### config.mk
export PLATFORM = sky130hd
export DESIGN_NAME = traffic_light_controller
export DESIGN_NICKNAME = d
export VERILOG_FILES = /design/src/rtl/traffic_light_controller.sv
export SDC_FILE = /design/constraint.sdc
export NUM_CORES = 1
export LEC_CHECK = 0
export CAP_MARGIN = 10
export CORE_MARGIN = 1.5
export CORE_UTILIZATION = 45
export CTS_BUF_LIST = sky130_fd_sc_hd__clkbuf_4 sky130_fd_sc_hd__clkbuf_8
export CTS_CLUSTER_DIAMETER = 60
export CTS_CLUSTER_SIZE = 20
export DETAILED_ROUTE_END_ITERATION = 8
export DONT_BUFFER_PORTS = 1
export PLACE_DENSITY = 0.66
export SETUP_SLACK_MARGIN = 0.2
export SLEW_MARGIN = 20
export SYNTH_ARGS = -nofsm -noshare
export SYNTH_HDL_FRONTEND = slang
export SYNTH_SLANG_ARGS = --single-unit
### constraint.sdc
create_clock -name clk -period 2.4 [get_ports clk]
set_clock_uncertainty 0.2 [all_clocks]
set_input_delay 0.6 -clock clk [delete_from_list [all_inputs] [get_ports clk]]
set_output_delay 0.6 -clock clk [all_outputs]
set_load 0.02 [all_outputs]
### src/rtl/traffic_light_controller.sv
`default_nettype none
// ============================================================================
//  Module   : traffic_light_controller
//  Purpose  : Two-road intersection sequencer (NS main road, EW side road)
//             with a pedestrian walk phase. NS green is the resting phase.
//  Revision : 1.0 - initial release
// ============================================================================
module traffic_light_controller #(
    parameter int CNT_W     = 5,
    parameter int GREEN_MIN = 8,
    parameter int GREEN_MAX = 16,
    parameter int YELLOW_T  = 3,
    parameter int ALLRED_T  = 2,
    parameter int PED_T     = 6
) (
    input  logic       clk,
    input  logic       reset,
    input  logic       ew_car,
    input  logic       ped_req,
    output logic [2:0] ns_light,
    output logic [2:0] ew_light,
    output logic       ped_walk,
    output logic [2:0] state
);

    // State encoding is visible on the debug port, so codes are fixed.
    localparam logic [2:0] S_NS_GREEN  = 3'd0;
    localparam logic [2:0] S_NS_YELLOW = 3'd1;
    localparam logic [2:0] S_ALL_RED_A = 3'd2;
    localparam logic [2:0] S_PED_WALK  = 3'd3;
    localparam logic [2:0] S_EW_GREEN  = 3'd4;
    localparam logic [2:0] S_EW_YELLOW = 3'd5;
    localparam logic [2:0] S_ALL_RED_B = 3'd6;

    // Lamp patterns {red,yellow,green}.
    localparam logic [2:0] c_RED    = 3'b100;
    localparam logic [2:0] c_YELLOW = 3'b010;
    localparam logic [2:0] c_GREEN  = 3'b001;

    // Terminal timer values: a phase held T cycles exits when timer == T-1.
    localparam logic [CNT_W-1:0] c_GMIN_LAST   = CNT_W'(GREEN_MIN - 1);
    localparam logic [CNT_W-1:0] c_GMAX_LAST   = CNT_W'(GREEN_MAX - 1);
    localparam logic [CNT_W-1:0] c_YELLOW_LAST = CNT_W'(YELLOW_T - 1);
    localparam logic [CNT_W-1:0] c_ALLRED_LAST = CNT_W'(ALLRED_T - 1);
    localparam logic [CNT_W-1:0] c_PED_LAST    = CNT_W'(PED_T - 1);

    logic [2:0]       r_state;
    logic [2:0]       w_next;
    logic [CNT_W-1:0] r_timer;
    logic             r_car_pending;
    logic             r_ped_pending;
    logic             w_change;
    logic             w_enter_ew;
    logic             w_enter_ped;

    assign w_change    = (w_next != r_state);
    assign w_enter_ew  = (w_next == S_EW_GREEN) && (r_state != S_EW_GREEN);
    assign w_enter_ped = (w_next == S_PED_WALK) && (r_state != S_PED_WALK);
    assign state       = r_state;

    // State register.
    always_ff @(posedge clk) begin
        if (reset) begin
            r_state <= S_NS_GREEN;
        end else begin
            r_state <= w_next;
        end
    end

    // Phase timer: restarts on every state change; parks at the minimum
    // green value while NS green is resting so a request is served at once.
    always_ff @(posedge clk) begin
        if (reset) begin
            r_timer <= '0;
        end else if (w_change) begin
            r_timer <= '0;
        end else if ((r_state == S_NS_GREEN) && (r_timer == c_GMIN_LAST)) begin
            r_timer <= r_timer;
        end else begin
            r_timer <= r_timer + 1'b1;
        end
    end

    // Request latches; entering the served phase clears, and clear beats set.
    always_ff @(posedge clk) begin
        if (reset) begin
            r_car_pending <= 1'b0;
            r_ped_pending <= 1'b0;
        end else begin
            if (w_enter_ew) begin
                r_car_pending <= 1'b0;
            end else if (ew_car) begin
                r_car_pending <= 1'b1;
            end

            if (w_enter_ped) begin
                r_ped_pending <= 1'b0;
            end else if (ped_req && (r_state != S_PED_WALK)) begin
                r_ped_pending <= 1'b1;
            end
        end
    end

    // Next-state sequencing.
    always_comb begin
        w_next = r_state;
        case (r_state)
            S_NS_GREEN: begin
                if ((r_timer == c_GMIN_LAST) &&
                    (r_car_pending || r_ped_pending || ew_car || ped_req)) begin
                    w_next = S_NS_YELLOW;
                end
            end
            S_NS_YELLOW: begin
                if (r_timer == c_YELLOW_LAST) begin
                    w_next = S_ALL_RED_A;
                end
            end
            S_ALL_RED_A: begin
                if (r_timer == c_ALLRED_LAST) begin
                    if (r_ped_pending) begin
                        w_next = S_PED_WALK;
                    end else if (r_car_pending) begin
                        w_next = S_EW_GREEN;
                    end else begin
                        w_next = S_NS_GREEN;
                    end
                end
            end
            S_PED_WALK: begin
                if (r_timer == c_PED_LAST) begin
                    if (r_car_pending || ew_car) begin
                        w_next = S_EW_GREEN;
                    end else begin
                        w_next = S_NS_GREEN;
                    end
                end
            end
            S_EW_GREEN: begin
                if ((r_timer == c_GMAX_LAST) ||
                    ((r_timer >= c_GMIN_LAST) && !ew_car)) begin
                    w_next = S_EW_YELLOW;
                end
            end
            S_EW_YELLOW: begin
                if (r_timer == c_YELLOW_LAST) begin
                    w_next = S_ALL_RED_B;
                end
            end
            S_ALL_RED_B: begin
                if (r_timer == c_ALLRED_LAST) begin
                    w_next = S_NS_GREEN;
                end
            end
            default: begin
                w_next = S_NS_GREEN;
            end
        endcase
    end

    // Lamp decode: each road is red unless in its own green/yellow phase.
    always_comb begin
        ns_light = c_RED;
        ew_light = c_RED;
        ped_walk = 1'b0;
        case (r_state)
            S_NS_GREEN:  ns_light = c_GREEN;
            S_NS_YELLOW: ns_light = c_YELLOW;
            S_EW_GREEN:  ew_light = c_GREEN;
            S_EW_YELLOW: ew_light = c_YELLOW;
            S_PED_WALK:  ped_walk = 1'b1;
            default: begin
                ns_light = c_RED;
                ew_light = c_RED;
            end
        endcase
    end

endmodule
`default_nettype wire

==> summary.txt, run 1 <==
Outcome
  • Status: finished clean

Timing
  • Slew Limit Fails: 0
  • Final setup violation count: 0
  • FMAX: 0.456 GHz
  • RSZ-0062 raised after global routing: yes
  • Post-route clock period utilization: 0.913
  • Min Tclk post-route: 2.19 ns
  • Hold Vio Cnt, Final: 0
  • Fin Setup TNS: 0 ns
  • Slew @ Worst Pin: 0.483 ns
  • Slew Limit Headroom: 0.678
  • Hold_ws: 0.176 ns
  • Setup WS post-layout: 0.209 ns

Synth
  • Syn Area/Cell: 8.43 um2
  • Synth warnings: 0
  • Synth Net Count: 92
  • Register area share after synthesis: 0.283
  • Number of synthesized flops with an enable pin: 0
  • Post-synth top flop: dfxtp_1
  • Mapped Cells: 84
  • Synth cell types: 35
  • Ys async rst share: 0
  • Seq cells post-synth: 10
  • Synthesized area: 708 um2

Setup path
  • Critical Path Fanout Max: 8
  • Worst r2r src: r_timer[1]
  • Setup crit end kind: output pin
  • Critical path type: flip-flop to output pin
  • Slowest CP cell: dfxtp_1
  • Largest stage delay, worst path: 0.48 ns
  • Startpoint type of the worst setup path: flip-flop
  • Critical path, cell by cell: nand2b_1 > nor2_1
  • R2r endpoint: r_timer[1]
  • Crit path required time: 1.60 ns
  • R2R setup slack: 0.32 ns
  • Crit path DAT: 1.39 ns
  • Worst reg2reg path depth: 6

Placed design
  • Routability cong.: 0.871
  • Dpl cells: 100
  • IO Port Bufs: 0
  • DPL Wire Length: 1170 um
  • Place WS: 0.264 ns

Power and ir drop
  • Maximum vdd drop: 0.314 mV
  • PwrDens: 495 nW/um2
  • Leakage: 0.298 nW

Layout
  • Nets: 97
  • Share of post-route cells with drive strength above 1: 0.261
  • Post-route non-filler standard cell count: 104
  • Ant. Diodes: 0
  • Area Growth Syn to Fin: 11.7%

Global routing
  • Largest net degree at the start of global routing: 9
  • Initial antenna violation count: 0
  • Vias in the first global route: 570
  • First-pass GRT wire length: 2570 um
  • Congestion Overflow GR: 0
  • Total Routing Usage GR: 0.187

Die
  • Core area: 1490 um2
  • Starting density of the core: 0.476
  • Site row count: 14
  • Die footprint: 1820 um2
  • Io pins: 14
  • Height of the die: 42.7 um
  • Die W: 42.7 um

Min path
  • Worst hold start: reset
  • Hold depth: 1
  • Hold crit path type: primary input to flip-flop
  • Worst Hold End: state[1]

Clock network
  • Clk_lat worst skew: 0.27 ns
  • Clock buffer depth: 2
  • Clock transition at the registers of the reported paths: 0.07 ns
  • Root buf cell: clkbuf_4
  • CTS Sinks: 10
  • CTS Buf Count: 3
  • Max H-tree Level: 1
  • CTS tree: yes

Routing
  • Drt wl/cell: 14.8 um
  • DR pass1 iterations: 4
  • Routed Antenna Nets: 0
  • Drt total wl: 1540 um
  • DR iter-0 viols: 16
  • Via count: 619
  • DRC: 0
  • Vias per cell: 5.95

Job
  • Max cap viols: 0
[worst max-delay path by stage]
stage / cells past startpoint / slack, ns / startpoint / endpoint
floorplan: 6 / 0.48 / r_timer[0] / r_timer[4]
global placement: 6 / 0.35 / r_timer[0] / r_timer[0]
detailed placement: 6 / 0.26 / r_timer[1] / r_timer[1]
CTS: 2 / 0.23 / state[2] / ew_light[0]
global route: 2 / 0.15 / state[2] / ew_light[0]
finish: 2 / 0.21 / state[2] / ew_light[0]
[what timing repair did]
| action | in CTS | in global routing |
|---|---|---|
| pin swaps | 0 | 0 |
| setup endpoints to repair | 5 | 10 |
| resized for setup | 4 | 3 |
| hold buffers | 0 | 0 |
| setup buffers | 0 | 0 |
| gates cloned | 0 | 0 |
[routing by layer]
metal / global-route usage / wire (um) / part of all wire
met5: 0 / 0 / 0
met4: 0.100 / 25 / 0.016
met3: 0.0468 / 132 / 0.086
met2: 0.282 / 696 / 0.45
met1: 0.243 / 689 / 0.45
[metrics by stage]
step / cell area [um2] / total power, W / utilization
after detailed placement: 731 / 0.000239 / 0.491
final: 791 / 0.000392 / 0.531
after CTS: 774 / 0.000390 / 0.520
after floorplan: 708 / 0.000228 / -
after global routing: 791 / 0.000404 / 0.531
after global placement: 731 / 0.000238 / 0.491
[synthesized netlist by cell type, types with 2 or more instances]
master | number | area [um2]
nor4_1 | 2 | 12.5
inv_1 | 6 | 22.5
nor2_1 | 12 | 45.0
ha_1 | 4 | 50.1
o21ai_0 | 3 | 15.0
dfxtp_1 | 10 | 200
a21oi_1 | 7 | 35.0
nor3_1 | 2 | 10.0
nand2b_1 | 3 | 18.8
or2_1 | 2 | 12.5
nand2_1 | 7 | 26.3
nor4b_2 | 3 | 45.0
[cells in the final DEF (no fill, tap or decap), types with 2 or more instances in the layout]
cell      count
dfxtp_2       2
inv_1         6
or2_1         2
nor4_1        2
clkbuf_4      3
dfxtp_1       8
nor4b_2       3
buf_4         2
nor2_1       10
nor3_1        2
nand2_1       7
a21oi_1       7
o21ai_0       3
ha_1          4
nand2b_1      3
[report_power, final]
group	internal [W]	leakage [nW]	total (W)	switching, W
clock	0.0000922	0.0210	0.000155	0.0000629
sequential	0.000174	0.0829	0.000184	0.0000103
combinational	0.0000251	0.194	0.0000521	0.0000270
total	0.000291	0.298	0.000392	0.000100
[registers in the layout (all words and copies together) (netlist names)]
signal	count
r_car_pending	1
r_ped_pending	1
r_timer	5
state	3
[cell type report]
| class | instances | area [um2] |
|---|---|---|
| sequential | 10 | 203 |
| tap | 16 | 20.0 |
| multi-input combinational | 66 | 494 |
| clock buffer | 4 | 36.3 |
| inverter | 6 | 22.5 |
| fill | 144 | 698 |
| timing repair buffer | 2 | 15.0 |
[worst max-delay path, delay by kind of cell, from the launching register on]
| family | cells | cell delay [ns] |
|---|---|---|
| AND/OR/NAND/NOR | 2 | 0.65 |
| flip-flops | 1 | 0.48 |
[cells by family (layout without fill, tap and decap cells)]
family | after synthesis | count (layout) | synth area share
buf+inv | 8 | 12 | 0.0495
compound gates | 18 | 18 | 0.184
xor+xnor | 1 | 1 | 0.0124
fa+ha+maj | 4 | 4 | 0.0707
flops | 10 | 10 | 0.283
simple gates | 43 | 43 | 0.401
No activity file was read; power rests on OpenSTA's default activity.
==> run 2: changes to the inputs <==
Settings changed: PLACE_DENSITY 0.66 to 0.68, REMOVE_ABC_BUFFERS set to 1.
Clock period 2.4 ns to 2 ns, I/O delays scaled along.
==> run 2 against run 1 <==
Sequential power grew 23%. Clock power shrank 13%. Sequential cell count is the same. Sequential share of layout area shrank 6.9 points. Critical path depth grew 6. Core utilization grew 25 points. Largest cell class unchanged. Total power grew 19%. Global-route usage grew 4.1 points. Critical endpoint is now state[0]. Cell area grew 47%. Die area is the same. Register-to-register slack lost 0.20 ns. Wire length grew 41%.
==> summary.txt, run 2 (synthesis gave the netlist of run 1 again) <==
Timing
  • Min Tclk post-route: 1.88 ns
  • Slew Limit Fails: 0
  • Setup WS post-layout: 0.118 ns
  • Slew Limit Headroom: 0.775
  • FMAX: 0.531 GHz
  • Post-route clock period utilization: 0.941
  • RSZ-0062 raised after global routing: yes
  • Slew @ Worst Pin: 0.333 ns
  • Hold Vio Cnt, Final: 0
  • Final setup violation count: 0

Die
  • Core area: 1490 um2
  • Site row count: 14
  • Die footprint: 1820 um2
  • Height of the die: 42.7 um
  • Starting density of the core: 0.476
  • Die W: 42.7 um
  • Io pins: 14

Layout
  • Fillers: 93
  • Ant. Diodes: 0
  • Commonest non-fill, non-tap cell in the layout: buf_4
  • Most frequent cells in the layout: buf_4, nor2_1, nand2_1, a21oi_1
  • Share of post-route cells with drive strength above 1: 0.633
  • Largest register by flop count: r_timer
  • Nets: 119
  • Area Growth Syn to Fin: 64.0%
  • Max reg flops: 5

Clock network
  • Max H-tree Level: 1
  • CTS tree: yes
  • CTS Buf Count: 3
  • Clk_lat worst skew: 0.26 ns
  • CTS Sinks: 10
  • Clock transition at the registers of the reported paths: 0.07 ns
  • Root buf cell: clkbuf_4
  • Clock buffer depth: 2

Global routing
  • Initial antenna violation count: 0
  • Vias in the first global route: 694
  • Largest net degree at the start of global routing: 13
  • Total Routing Usage GR: 0.228
  • Congestion Overflow GR: 0
  • First-pass GRT wire length: 3140 um

Setup path
  • Most used cell, CP: ha_4
  • Slowest CP cell: dfxtp_4
  • Critical path, cell by cell: ha_4 > and3_4 > ha_4 > inv_2 > a21oi_4 > o31ai_4 > buf_4 > a221oi_2
  • R2R setup slack: 0.12 ns
  • Startpoint type of the worst setup path: flip-flop
  • Setup crit end kind: flip-flop
  • Crit path required time: 1.97 ns
  • Critical path type: flip-flop to flip-flop
  • Crit path DAT: 1.85 ns
  • Critical Path Fanout Max: 4
  • Largest stage delay, worst path: 0.38 ns

Placed design
  • Routability cong.: 0.829
  • Place WS: -0.0258 ns
  • IO Port Bufs: 0
  • DPL Wire Length: 1220 um

Routing
  • Drt wl/cell: 17.4 um
  • Vias per cell: 5.68
  • Via count: 710
  • DR iter-0 viols: 23
  • Drt total wl: 2180 um
  • DR pass1 iterations: 4
  • DRC: 0
  • Routed Antenna Nets: 0

Power and ir drop
  • Leakage: 0.430 nW
  • PwrDens: 400 nW/um2
  • Maximum vdd drop: 0.354 mV
  • Total power: 0.000465 W

Job
  • Max cap viols: 0

Min path
  • Hold crit path type: primary input to flip-flop

Outcome
  • Status: finished clean
-- run 2: layout make-up --
cell class              instances  area, um2  share of cell area
clock buffers                   3       22.5              0.0194
repair buffers                 24        203               0.175
inverters                       6       25.0              0.0216
well taps                      16       20.0              0.0172
multi-input cells              66        673               0.580
flip-flops and latches         10        218               0.188
-- run 2: where the power goes --
group          switching [W]  internal [W]
Clock              0.0000652     0.0000693
Combinational      0.0000465     0.0000576
Sequential         0.0000181      0.000208
-- run 2: stage by stage --
stage | utilization | cells | hold WS [ns] | cell area [um2] | setup TNS (ns)
6_report | 0.780 | 125 | 0.0926 | 1160 | 0
5_1_grt | 0.780 | 125 | 0.0775 | 1160 | 0
4_1_cts | 0.690 | 121 | 0.0864 | 1030 | 0
3_5_place_dp | 0.551 | 112 | 0.345 | 821 | -0.0626
3_3_place_gp | 0.551 | 112 | 0.305 | 821 | 0
2_1_floorplan | - | 82 | 0.268 | 696 | 0
-- run 2: timing repair --
action | CTS | global route
setup endpoints to repair | 13 | 12
buffers inserted | 6 | 4
resized for setup | 32 | 27
hold buffers | 0 | 0
pin swaps | 11 | 11
-- run 2: final timing paths --
path | endpoint | startpoint | cells after the start
max reg2reg | state[0] | r_timer[1] | 8
min reg2reg | r_car_pending | r_car_pending | 2
max | state[0] | r_timer[1] | 8
min | state[2] | reset | 1
-- run 2: worst max-delay path: cells and delay by family (launching register included) --
family / cells / cell delay (ns)
simple gates: 1 / 0.19
flops: 1 / 0.38
fa+ha+maj: 2 / 0.29
buf+inv: 2 / 0.20
compound gates: 3 / 0.53
-- run 2: layer usage --
metal / global-route usage / routed length, um / vias to the layer above
met1: 0.273 / 895 / 333
li1: - / - / 352
met2: 0.406 / 1160 / 25
met4: 0.0188 / 0 / 0
met5: 0 / 0 / -
met3: 0.0766 / 120 / 0
